**src/rtl/accel_dispatch_pkg.sv**
```systemverilog
// Shared types and constants for the accelerator dispatch controller.
package accel_dispatch_pkg;

    localparam int DATA_W_DEF = 16;

    localparam logic OP_FFT    = 1'b0;
    localparam logic OP_CRYPTO = 1'b1;

    typedef enum logic [2:0] {
        S_IDLE,
        S_START,
        S_WAIT,
        S_WB,
        S_ERR
    } state_e;

endpackage

```
**src/rtl/accel_timeout_ctr.sv**
```systemverilog
// Saturating wait-cycle counter; expired flags the last allowed WAIT cycle.
module accel_timeout_ctr
    import accel_dispatch_pkg::*;
#(
    parameter int TIMEOUT = 64
) (
    input  logic clk,
    input  logic rst,
    input  logic clear,
    input  logic enable,
    output logic expired
);

    localparam int CW = $clog2(TIMEOUT);
    localparam logic [CW-1:0] LAST = CW'(TIMEOUT - 1);

    logic [CW-1:0] cnt_q;
    logic [CW-1:0] cnt_d;

    // Saturate at LAST so a long wait can never wrap back below the limit.
    always_comb begin
        cnt_d = cnt_q;
        if (clear) begin
            cnt_d = '0;
        end else if (enable && (cnt_q != LAST)) begin
            cnt_d = cnt_q + CW'(1);
        end
    end

    always_ff @(posedge clk or posedge rst) begin
        if (rst) begin
            cnt_q <= '0;
        end else begin
            cnt_q <= cnt_d;
        end
    end

    assign expired = (cnt_q == LAST);

endmodule

```
**src/rtl/accel_dispatch.sv**
```systemverilog
// Issues one accelerator instruction, waits for its done pulse (or times out)
// and returns the result to writeback. Every output is a flop.
module accel_dispatch
    import accel_dispatch_pkg::*;
#(
    parameter int DATA_W  = DATA_W_DEF,
    parameter int TIMEOUT = 64
) (
    input  logic              clk,
    input  logic              rst,
    input  logic              issue_valid,
    input  logic              issue_op,
    input  logic [2:0]        issue_rd,
    input  logic [DATA_W-1:0] issue_a,
    input  logic [DATA_W-1:0] issue_b,
    output logic [DATA_W-1:0] acc_op_a,
    output logic [DATA_W-1:0] acc_op_b,
    output logic              fft_start,
    input  logic              fft_done,
    input  logic [DATA_W-1:0] fft_result,
    output logic              crypto_start,
    input  logic              crypto_done,
    input  logic [DATA_W-1:0] crypto_result,
    output logic              fft_busy,
    output logic              crypto_busy,
    output logic              exception,
    input  logic              exc_clear,
    output logic              wb_valid,
    output logic [2:0]        wb_rd,
    output logic [DATA_W-1:0] wb_data
);

    state_e            state_q, state_d;
    logic              op_q, op_d;
    logic [2:0]        rd_q, rd_d;
    logic [DATA_W-1:0] a_q, a_d;
    logic [DATA_W-1:0] b_q, b_d;
    logic [2:0]        wb_rd_q, wb_rd_d;
    logic [DATA_W-1:0] wb_data_q, wb_data_d;
    logic              fft_start_q, fft_start_d;
    logic              crypto_start_q, crypto_start_d;
    logic              fft_busy_q, fft_busy_d;
    logic              crypto_busy_q, crypto_busy_d;
    logic              exception_q, exception_d;
    logic              wb_valid_q, wb_valid_d;

    logic              ctr_clear;
    logic              ctr_enable;
    logic              timeout_expired;
    logic              sel_done;
    logic [DATA_W-1:0] sel_result;
    logic              in_flight;

    assign ctr_clear  = (state_q == S_START);
    assign ctr_enable = (state_q == S_WAIT);

    accel_timeout_ctr #(
        .TIMEOUT (TIMEOUT)
    ) u_timeout_ctr (
        .clk     (clk),
        .rst     (rst),
        .clear   (ctr_clear),
        .enable  (ctr_enable),
        .expired (timeout_expired)
    );

    // Only the accelerator we launched may complete the instruction.
    assign sel_done   = (op_q == OP_FFT) ? fft_done   : crypto_done;
    assign sel_result = (op_q == OP_FFT) ? fft_result : crypto_result;

    always_ff @(posedge clk or posedge rst) begin
        if (rst) begin
            state_q        <= S_IDLE;
            op_q           <= OP_FFT;
            rd_q           <= '0;
            a_q            <= '0;
            b_q            <= '0;
            wb_rd_q        <= '0;
            wb_data_q      <= '0;
            fft_start_q    <= 1'b0;
            crypto_start_q <= 1'b0;
            fft_busy_q     <= 1'b0;
            crypto_busy_q  <= 1'b0;
            exception_q    <= 1'b0;
            wb_valid_q     <= 1'b0;
        end else begin
            state_q        <= state_d;
            op_q           <= op_d;
            rd_q           <= rd_d;
            a_q            <= a_d;
            b_q            <= b_d;
            wb_rd_q        <= wb_rd_d;
            wb_data_q      <= wb_data_d;
            fft_start_q    <= fft_start_d;
            crypto_start_q <= crypto_start_d;
            fft_busy_q     <= fft_busy_d;
            crypto_busy_q  <= crypto_busy_d;
            exception_q    <= exception_d;
            wb_valid_q     <= wb_valid_d;
        end
    end

    always_comb begin
        state_d   = state_q;
        op_d      = op_q;
        rd_d      = rd_q;
        a_d       = a_q;
        b_d       = b_q;
        wb_rd_d   = wb_rd_q;
        wb_data_d = wb_data_q;
        case (state_q)
            S_IDLE: begin
                if (issue_valid) begin
                    state_d = S_START;
                    op_d    = issue_op;
                    rd_d    = issue_rd;
                    a_d     = issue_a;
                    b_d     = issue_b;
                end
            end
            S_START: state_d = S_WAIT;
            S_WAIT: begin
                // A done arriving on the final cycle still beats the timeout.
                if (sel_done) begin
                    state_d   = S_WB;
                    wb_data_d = sel_result;
                    wb_rd_d   = rd_q;
                end else if (timeout_expired) begin
                    state_d = S_ERR;
                end
            end
            S_WB: state_d = S_IDLE;
            S_ERR: begin
                if (exc_clear) begin
                    state_d = S_IDLE;
                end
            end
            default: state_d = S_IDLE;
        endcase
    end

    // Outputs are decoded from the next state so they appear registered.
    always_comb begin
        in_flight      = (state_d == S_START) || (state_d == S_WAIT) || (state_d == S_WB);
        fft_start_d    = (state_d == S_START) && (op_d == OP_FFT);
        crypto_start_d = (state_d == S_START) && (op_d == OP_CRYPTO);
        fft_busy_d     = in_flight && (op_d == OP_FFT);
        crypto_busy_d  = in_flight && (op_d == OP_CRYPTO);
        exception_d    = (state_d == S_ERR);
        wb_valid_d     = (state_d == S_WB);
    end

    assign acc_op_a     = a_q;
    assign acc_op_b     = b_q;
    assign fft_start    = fft_start_q;
    assign crypto_start = crypto_start_q;
    assign fft_busy     = fft_busy_q;
    assign crypto_busy  = crypto_busy_q;
    assign exception    = exception_q;
    assign wb_valid     = wb_valid_q;
    assign wb_rd        = wb_rd_q;
    assign wb_data      = wb_data_q;

endmodule

```
**config.mk**
```make
export PLATFORM = sky130hd
export DESIGN_NAME = accel_dispatch
export DESIGN_NICKNAME = d
export VERILOG_FILES = /design/src/rtl/accel_dispatch_pkg.sv /design/src/rtl/accel_timeout_ctr.sv /design/src/rtl/accel_dispatch.sv
export SDC_FILE = /design/constraint.sdc
export NUM_CORES = 1
export LEC_CHECK = 0
export ABC_AREA = 1
export BUFFER_PORTS_ARGS = -buffer_cell sky130_fd_sc_hd__buf_2
export CAP_MARGIN = 20
export CORE_UTILIZATION = 45
export CTS_CLUSTER_DIAMETER = 60
export DETAILED_ROUTE_END_ITERATION = 6
export MAX_ROUTING_LAYER = met4
export PLACE_DENSITY = 0.83
export SLEW_MARGIN = 5
export SYNTH_ARGS = -nofsm -noshare
export SYNTH_HDL_FRONTEND = slang
export SYNTH_SLANG_ARGS = --single-unit
```
**constraint.sdc**
```tcl
create_clock -name clk -period 4.7 [get_ports clk]
set_clock_uncertainty 0.05 [all_clocks]
set_input_delay 0.705 -clock clk [delete_from_list [all_inputs] [get_ports clk]]
set_output_delay 0.705 -clock clk [all_outputs]
set_load 0.01 [all_outputs]
```
==> results of run 1 <==
-- logic make-up (layout without fill, tap and decap cells) --
kind of cell	after synthesis	after routing	synth area share
simple gates	138	138	0.1821
flops	70	70	0.5677
buf+inv	64	197	0.1022
compound gates	60	60	0.1383
xor+xnor	2	2	0.005678
fa+ha+maj	1	1	0.004055
-- flip-flops by register name, summed over array words and instances, names as in the netlist --
register             flops
state_q                  3
crypto_busy              1
u_timeout_ctr.cnt_q      6
exception                1
acc_op_a                16
wb_data                 16
wb_rd                    3
acc_op_b                16
rd_q                     3
op_q                     1
fft_busy                 1
fft_start                1
wb_valid                 1
crypto_start             1
-- final timing paths --
path / endpoint / slack, ps / depth (start not counted)
worst max-delay path: fft_busy$_DFF_PP0_ / 2650 / 7
worst min-delay path: wb_rd[2]$_DFFE_PP0P_ / 420 / 2
worst max register to register: fft_busy$_DFF_PP0_ / 2650 / 7
worst min register to register: wb_rd[2]$_DFFE_PP0P_ / 420 / 2
max in group asynchronous: u_timeout_ctr.cnt_q[4]$_DFFE_PP0P_ / 3220 / 3
min in group asynchronous: acc_op_a[12]$_DFFE_PP0P_ / 430 / 2
-- worst max-delay path, stage by stage, from the launching register on --
cell and delay (ps):
dfrtp_1 810, inv_6 170, nand2_2 110, nand2_2 80, nand2_4 390, nand4_1 190, nand2_1 90, inv_1 40
-- cell type report --
class,count,share of cell area
clock buffer,13,0.04051
clock inverter,3,0.01085
inverter,49,0.04817
multi-input combinational,201,0.2597
sequential,70,0.4466
tap,77,0.02456
timing repair buffer,132,0.1697
-- metrics by stage --
stage	power, mW	cell area, um2	cells	setup slack, ps
CTS	2.539	3923	545	2629
detailed placement	2.046	3721	529	2632
finish	2.507	3923	545	2655
floorplan	1.722	3085	335	2177
global placement	1.998	3721	529	2695
global route	2.712	3923	545	2400
-- metal layers --
layer | wire [um] | vias up | GRT usage
met3 | 354 | 10 | 0.04818
met4 | 77 | 0 | 0.07858
met5 | 0 | - | -
met1 | 2829 | 1215 | 0.2396
li1 | - | 1300 | -
met2 | 3201 | 78 | 0.3296
-- power groups by stage --
stage | Combinational (mW) | Clock, mW | Sequential (mW)
2_1_floorplan | 0.608 | 0 | 1.11
3_3_place_gp | 0.961 | 0 | 1.04
3_5_place_dp | 1.00 | 0 | 1.04
4_1_cts | 1.00 | 0.499 | 1.04
5_1_grt | 1.12 | 0.529 | 1.07
6_report | 0.985 | 0.488 | 1.03
-- cell usage in the layout (no fill, tap or decap), types with 2 or more instances in the layout --
cell and n:
buf_2 130, nand2_1 80, dfrtp_1 70, inv_1 45, nor2_1 40, o21ai_1 24, o31ai_2 16, o21ai_0 13
clkbuf_8 11, nand3_1 8, nor2_2 4, a21oi_1 4, inv_2 3, nand2_2 2, o22ai_1 2, nand4_1 2
clkbuf_1 2, buf_4 2
==> reports/results.ini, run 1 <==
[status]
outcome = finished with violations
failed_checks = design-rule violations

[sta]
rsz0062_at_grt = no
timing_hold_violations_final = 0
period_needed_ps = 2045
setup_tns_ps = 0
final_max_slew_viol_count = 0
hold_slack_ps = 422.2
tightest_slew_ps = 730.4
setup_viol = 0
max_freq_mhz = 488.9
slew_headroom = 0.5131
fin_crit_sh = 0.4352

[routing]
route.vias.total = 2603
drc = 5
vias_per_cell = 4.776
drt_wl_total_mm = 6.463
wl_per_cell_um = 11.86
antenna_left = 0
first_pass_iters = 6
drt_iter0_drc = 170

[critical_path]
required_ps = 4880
end_kind = flip-flop
cp.arrival_ps = 2230
critPathLaunchType = flip-flop
crit_start = op_q$_DFF_PP0_
regToRegStartpoint = op_q$_DFF_PP0_
worstPathMaxFanout = 41
crit_type = flip-flop to flip-flop

[power_and_ir_drop]
clkPwrFrac = 0.195
p_leak_nw = 2.244
p_int_mw = 1.535
seqPwrFrac = 0.412
swShare = 0.3879
p_per_area_mw_per_mm2 = 639.2
p_switching_uw = 972.6
p_comb_frac = 0.393
vdd_drop_max_mv = 0.3355

[cells_and_area]
syn2layout_area_growth_pct = 27.13
multiInputGateArea_mm2 = 0.001018
post-route-util = 0.6039
seq_area_mm2 = 0.001752
n_antenna_cell = 0
finalNetCount = 538
fillers = 550
layout-drive-gt1-share = 0.3739

[clock_tree]
clock-sinks = 70
cts.clk_slew.worst_paths_ps = 70
cts_tree = yes
clockBufferDepth = 2
post_cts_resized = 0
postCtsHoldBufs = 0
htree_levels = 3
clk_latency_ps = 330
root_buffer = clkbuf_8
cts_made_buffers = 9
cts_setup_buffers = 0

[worst_hold_path]
hold_path.class = flip-flop to flip-flop
hp-start = rd_q[2]$_DFFE_PP0P_

[synth]
yosysWarnings = 0
yosysTopAreaCellShare = 0.5677
netlist_area_mm2 = 0.003085
ys.flop_type = dfrtp_1
synth_common_cells = nand2_1 (80), dfrtp_1 (70), inv_1 (46)
syn_inst = 335
synth.most_common_cell = nand2_1
synth_edf_count = 0
synthTopCellsByArea = dfrtp_1 (57%), nand2_1 (9.7%), o31ai_2 (6.5%)
postSynthAreaPerCell_um2 = 9.210
syn_nets = 410
yosys.area.top_type = dfrtp_1
ys_ff_latch = 70
synthArstFlopShare = 1.000
yosysUniqueCellTypes = 25
yosysSeqAreaShare = 0.5677

[floorplan]
coreArea_mm2 = 0.006495
design.die.area_mm2 = 0.007192
die_h_um = 84.81
start_util = 0.4751
pin_count = 131
die_x_um = 84.81
rows = 29

[job]
maxCapViolations = 0

[global_route]
grt_use_total = 0.2008
grt-ovfl-total = 0
grt_pass1_vias = 2596
antenna_found_initial = 0
grt_pass1_wl_mm = 11.05
grt_start_max_net_pins = 77

[placement]
place_hpwl_mm = 4.650
numPortBuffers = 130
gp_congestion = 0.8038

No activity file was read; power rests on OpenSTA's default activity.
==> inputs of run 2 (changes only) <==
Settings changed: ABC_AREA 1 to 0.
Clock period 4.7 ns to 2.11 ns, I/O delays scaled along.
==> run 2 against run 1 <==
  * The flow still finishes with violations (design-rule violations)
  * Non-clock buffer count up 4
  * Clock power up 130%
  * First-iteration DRC count up 10%
  * Synthesized cell count down 17%
  * Combinational power up 130%
  * Area after synthesis down 2.1%
  * Maximum frequency up 7.9%
  * Sequential share of layout area down 0.31 points
  * Total power up 130%
  * Worst hold slack worse by 310 ps
  * Largest cell class unchanged
==> reports/results.ini, run 2 <==
[status]
outcome = finished with violations
failed_checks = design-rule violations

[placement]
numPortBuffers = 130
place_hpwl_mm = 4.621
gp_congestion = 0.9260

[clock_tree]
htree_levels = 3
post_cts_resized = 0
clock-sinks = 70
cts.clk_slew.worst_paths_ps = 70
cts_setup_buffers = 0
cts_tree = yes
clockBufferDepth = 2
postCtsHoldBufs = 1
cts_made_buffers = 9
clk_latency_ps = 330
root_buffer = clkbuf_8

[synth]
ys_ff_latch = 70
netlist_area_mm2 = 0.003019
synthArstFlopShare = 1.000
ys.flop_type = dfrtp_1
yosysWarnings = 0
synth_common_cells = nand2_1 (113), dfrtp_1 (70), mux2_2 (35)
synth_edf_count = 0
syn_nets = 354
yosysUniqueCellTypes = 34
yosysTopAreaCellShare = 0.5802
synthTopCellsByArea = dfrtp_1 (58%), nand2_1 (14%), mux2_2 (13%)
syn_inst = 279
synth.most_common_cell = nand2_1
yosys.area.top_type = dfrtp_1
postSynthAreaPerCell_um2 = 10.82
yosysSeqAreaShare = 0.5802

[routing]
vias_per_cell = 4.970
drt_wl_total_mm = 6.464
first_pass_iters = 6
antenna_left = 0
drc = 18
wl_per_cell_um = 13.11
drt_iter0_drc = 187
route.vias.total = 2450

[worst_hold_path]
hold_path.class = primary input to flip-flop
worstHoldEndpoint = acc_op_a[7]$_DFFE_PP0P_
hold_depth = 3
hp-start = issue_a[7]

[power_and_ir_drop]
vdd_drop_max_mv = 0.8482
p_leak_nw = 2.116
p_per_area_mw_per_mm2 = 1437
p_total_mw = 5.675

[floorplan]
coreArea_mm2 = 0.006422
design.die.area_mm2 = 0.007041
start_util = 0.4701
die_h_um = 83.91
die_x_um = 83.91
pin_count = 131
rows = 29

[sta]
period_needed_ps = 1896
slew_headroom = 0.6366
setup_viol = 0
final_max_slew_viol_count = 0
timing_hold_violations_final = 0
rsz0062_at_grt = no
tightest_slew_ps = 537.8
max_freq_mhz = 527.4
fin_crit_sh = 0.8986
setup_tns_ps = 0

[cells_and_area]
final_common_cell = buf_2
fillers = 554
n_antenna_cell = 0
syn2layout_area_growth_pct = 30.83
layout-drive-gt1-share = 0.4615
final_cell_mix = buf_2 (130), nand2_1 (113), dfrtp_1 (70)
finalNetCount = 486

[critical_path]
r2r_slack_ps = 210
required_ps = 2280
end_kind = flip-flop
r2r_end = wb_data[11]$_DFFE_PP0P_
critPathLaunchType = flip-flop
crit_type = flip-flop to flip-flop
regToRegStartpoint = state_q[2]$_DFF_PP0_
reg2reg_depth = 4
worstPathMaxFanout = 18
cp.arrival_ps = 2070

[global_route]
grt_pass1_wl_mm = 10.74
grt-ovfl-total = 0
grt_start_max_net_pins = 40
antenna_found_initial = 0
grt_pass1_vias = 2438
grt_use_total = 0.2001

[job]
maxCapViolations = 0

-- run 2: critical path, stage by stage (launching register included) --
cell	delay, ps
dfrtp_1	520
nor3b_4	320
nand2b_1	270
inv_6	240
mux2_2	360
-- run 2: cells by family after synthesis --
kind of cell             count (synthesis)  share of synthesized area
flip-flops                              70                     0.5802
AO/OA/AOI/OAI                           14                    0.03067
multiplexers                            39                     0.1438
adder cells (fa/ha/maj)                  1                   0.004144
buffers and inverters                   19                    0.03937
AND/OR/NAND/NOR                        136                     0.2018
-- run 2: layout make-up --
cell class	count	area (um2)	area share
Clock buffer	12	165.2	0.04181
Clock inverter	4	53.80	0.01362
Inverter	4	23.77	0.006018
Multi-Input combinational cell	190	1149	0.2908
Sequential cell	70	1752	0.4435
Tap cell	77	96.34	0.02439
Timing Repair Buffer	136	710.7	0.1799
-- run 2: where the power goes --
group          internal, mW  switching [mW]  leakage (nW)  total, mW
sequential             1.94           0.362         0.870       2.31
clock                 0.644           0.485         0.105       1.13
combinational          1.07            1.17          1.14       2.24
-- run 2: worst max path at each step --
stage	startpoint	end	cells past startpoint
after global placement	state_q[2]$_DFF_PP0_	wb_data[6]$_DFFE_PP0P_	4
after global routing	state_q[2]$_DFF_PP0_	wb_data[11]$_DFFE_PP0P_	4
after floorplan	state_q[2]$_DFF_PP0_	wb_data[0]$_DFFE_PP0P_	7
final	state_q[2]$_DFF_PP0_	wb_data[11]$_DFFE_PP0P_	4
after CTS	state_q[2]$_DFF_PP0_	wb_data[11]$_DFFE_PP0P_	4
after detailed placement	state_q[2]$_DFF_PP0_	wb_data[11]$_DFFE_PP0P_	4
-- run 2: routing by layer --
layer | up-vias | global-route usage | wire (um)
met1 | 1145 | 0.2261 | 2704
met5 | - | - | 0
met4 | 0 | 0.09404 | 134
met2 | 113 | 0.3383 | 3217
met3 | 11 | 0.04451 | 407
li1 | 1181 | - | -
-- run 2: per-stage QoR --
step	setup WS, ps	hold WS [ps]	instances	util	cell area [um2]
final	214.0	114.2	493	0.6150	3950
after global routing	116.8	99.62	493	0.6150	3950
after CTS	216.8	97.07	493	0.6150	3950
after detailed placement	240.8	218.5	476	0.5794	3721
after global placement	304.0	213.3	476	0.5794	3721
after floorplan	428.5	332.9	279	-	3023
==> inputs of run 3 (changes only) <==
Settings changed: CORE_ASPECT_RATIO from default to 1.25, HOLD_SLACK_MARGIN from default to 0.08.
Clock period 2.11 ns to 1.9 ns, I/O delays scaled along.
==> run 3 against run 2 <==
  * The run now ends clean
  * Utilization grew 3.0 points
  * Sequential power up 10%
  * Worst setup slack lost 48 ps
  * Wire length grew 13%
  * Clock-buffer cell count is the same
  * Sequential share of layout area down 2.7 points
  * Via count increased by 5.4%
  * Final cell count rose by 6.9%
  * Flip-flop and latch count did not move
  * Non-clock buffer count up 24
  * Critical path type unchanged
==> reports/results.ini, run 3 (same netlist as run 2, synthesis figures left out) <==
[status]
outcome = complete, no violations

[sta]
fin_crit_sh = 0.9124
period_needed_ps = 1734
hold_slack_ps = 92.28
slew_headroom = 0.6924
timing_hold_violations_final = 0
setup_tns_ps = 0
rsz0062_at_grt = no
max_freq_mhz = 576.8
final_max_slew_viol_count = 0
fin_ws_ps = 166.4
setup_viol = 0
tightest_slew_ps = 460.5

[clock_tree]
root_buffer = clkbuf_8
cts_setup_buffers = 0
htree_levels = 3
clk_latency_ps = 330
clockBufferDepth = 2
cts.clk_slew.worst_paths_ps = 80
clock-sinks = 70
cts_made_buffers = 9
cts_tree = yes

[power_and_ir_drop]
vdd_drop_max_mv = 0.7162
p_leak_nw = 2.234
p_per_area_mw_per_mm2 = 1562
p_total_mw = 6.571

[placement]
place_hpwl_mm = 4.834
dp_cells = 491
numPortBuffers = 130
gp_congestion = 0.8533
dp_worst_setup_slack_ps = 111.7

[cells_and_area]
seq_area_mm2 = 0.001752
final_common_cell = buf_2
finalNetCount = 510
n_antenna_cell = 0
layout-drive-gt1-share = 0.4477
syn2layout_area_growth_pct = 39.33
multiInputGateArea_mm2 = 0.001151
final_cell_mix = buf_2 (130), nand2_1 (113), dfrtp_1 (70)
stdcell_count = 527
fillers = 519

[routing]
antenna_left = 0
drt_wl_total_mm = 7.334
first_pass_iters = 4
drc = 0
drt_iter0_drc = 166
wl_per_cell_um = 13.92
route.vias.total = 2582
vias_per_cell = 4.899

[global_route]
grt-ovfl-total = 0
grt_pass1_vias = 2602
antenna_found_initial = 0
grt_pass1_wl_mm = 11.61
grt_start_max_net_pins = 52
grt_use_total = 0.2280

[critical_path]
required_ps = 2060
cp.arrival_ps = 1900
worstPathMaxFanout = 6
end_kind = flip-flop
crit_type = flip-flop to flip-flop
critPathLaunchType = flip-flop

[worst_hold_path]
hold_path.class = primary input to flip-flop

[floorplan]
design.die.area_mm2 = 0.007043
pin_count = 131
coreArea_mm2 = 0.006524
die_x_um = 75.26
start_util = 0.4628
die_h_um = 93.58
rows = 33

[job]
maxCapViolations = 0

==> run 3: cell count changes in the layout (fill, tap and decap cells not counted), sizes merged <==
cell         before  now
buf             135  140
dlygate4sd3       1   20
clkinvlp          3    1
inv               3    4
bufinv            1    2
==> run 3: metrics by stage <==
step           instance area, um2  utilization
5_1_grt                      4207       0.6448
6_report                     4207       0.6448
3_5_place_dp                 3771       0.5781
3_3_place_gp                 3771       0.5781
2_1_floorplan                3023            -
4_1_cts                      4204       0.6444
==> run 3: metal layers <==
metal / part of all wire / vias up / track usage
met5: 0 / - / -
li1: - / 1232 / -
met4: 0.033 / 0 / 0.1404
met1: 0.38 / 1226 / 0.2545
met3: 0.046 / 26 / 0.04203
met2: 0.54 / 98 / 0.3724
==> run 3: path summary, 6_finish.rpt <==
check                      cells past startpoint  slack, ps                               start                            endpoint
max                                            5        170  u_timeout_ctr.cnt_q[1]$_DFFE_PP0P_  u_timeout_ctr.cnt_q[4]$_DFFE_PP0P_
min                                            3         90                          issue_a[6]             acc_op_a[6]$_DFFE_PP0P_
max reg2reg                                    5        170  u_timeout_ctr.cnt_q[1]$_DFFE_PP0P_  u_timeout_ctr.cnt_q[4]$_DFFE_PP0P_
min reg2reg                                    2        420            acc_op_a[14]$_DFFE_PP0P_            acc_op_a[14]$_DFFE_PP0P_
max in group asynchronous                      4        750                                 rst             wb_data[11]$_DFFE_PP0P_
min in group asynchronous                      3        460                                 rst            acc_op_b[10]$_DFFE_PP0P_
==> run 3: critical path: stages, from the launching register on <==
cell and delay (ps):
dfrtp_1 450, ha_1 250, nor4bb_1 320, buf_4 180, nor4bb_1 290, nor3_1 80
==> run 3: final cells by class <==
type | count | share of cell area
Clock inverter | 4 | 0.01844
Multi-Input combinational cell | 190 | 0.2736
Tap cell | 87 | 0.02588
Inverter | 4 | 0.005651
Sequential cell | 70 | 0.4164
Timing Repair Buffer | 160 | 0.2231
Clock buffer | 12 | 0.03688
==> run 3: what timing repair did <==
action,in CTS,in global routing
hold buffers,20,0
endpoints found under the setup margin,0,17
endpoints found under the hold margin,38,0
resized for setup,0,1
==> run 3: where the power goes <==
group / total, mW / leakage (nW) / internal [mW] / switching, mW
clock: 1.37 / 0.117 / 0.819 / 0.553
combinational: 2.65 / 1.25 / 1.27 / 1.39
sequential: 2.55 / 0.870 / 2.16 / 0.386
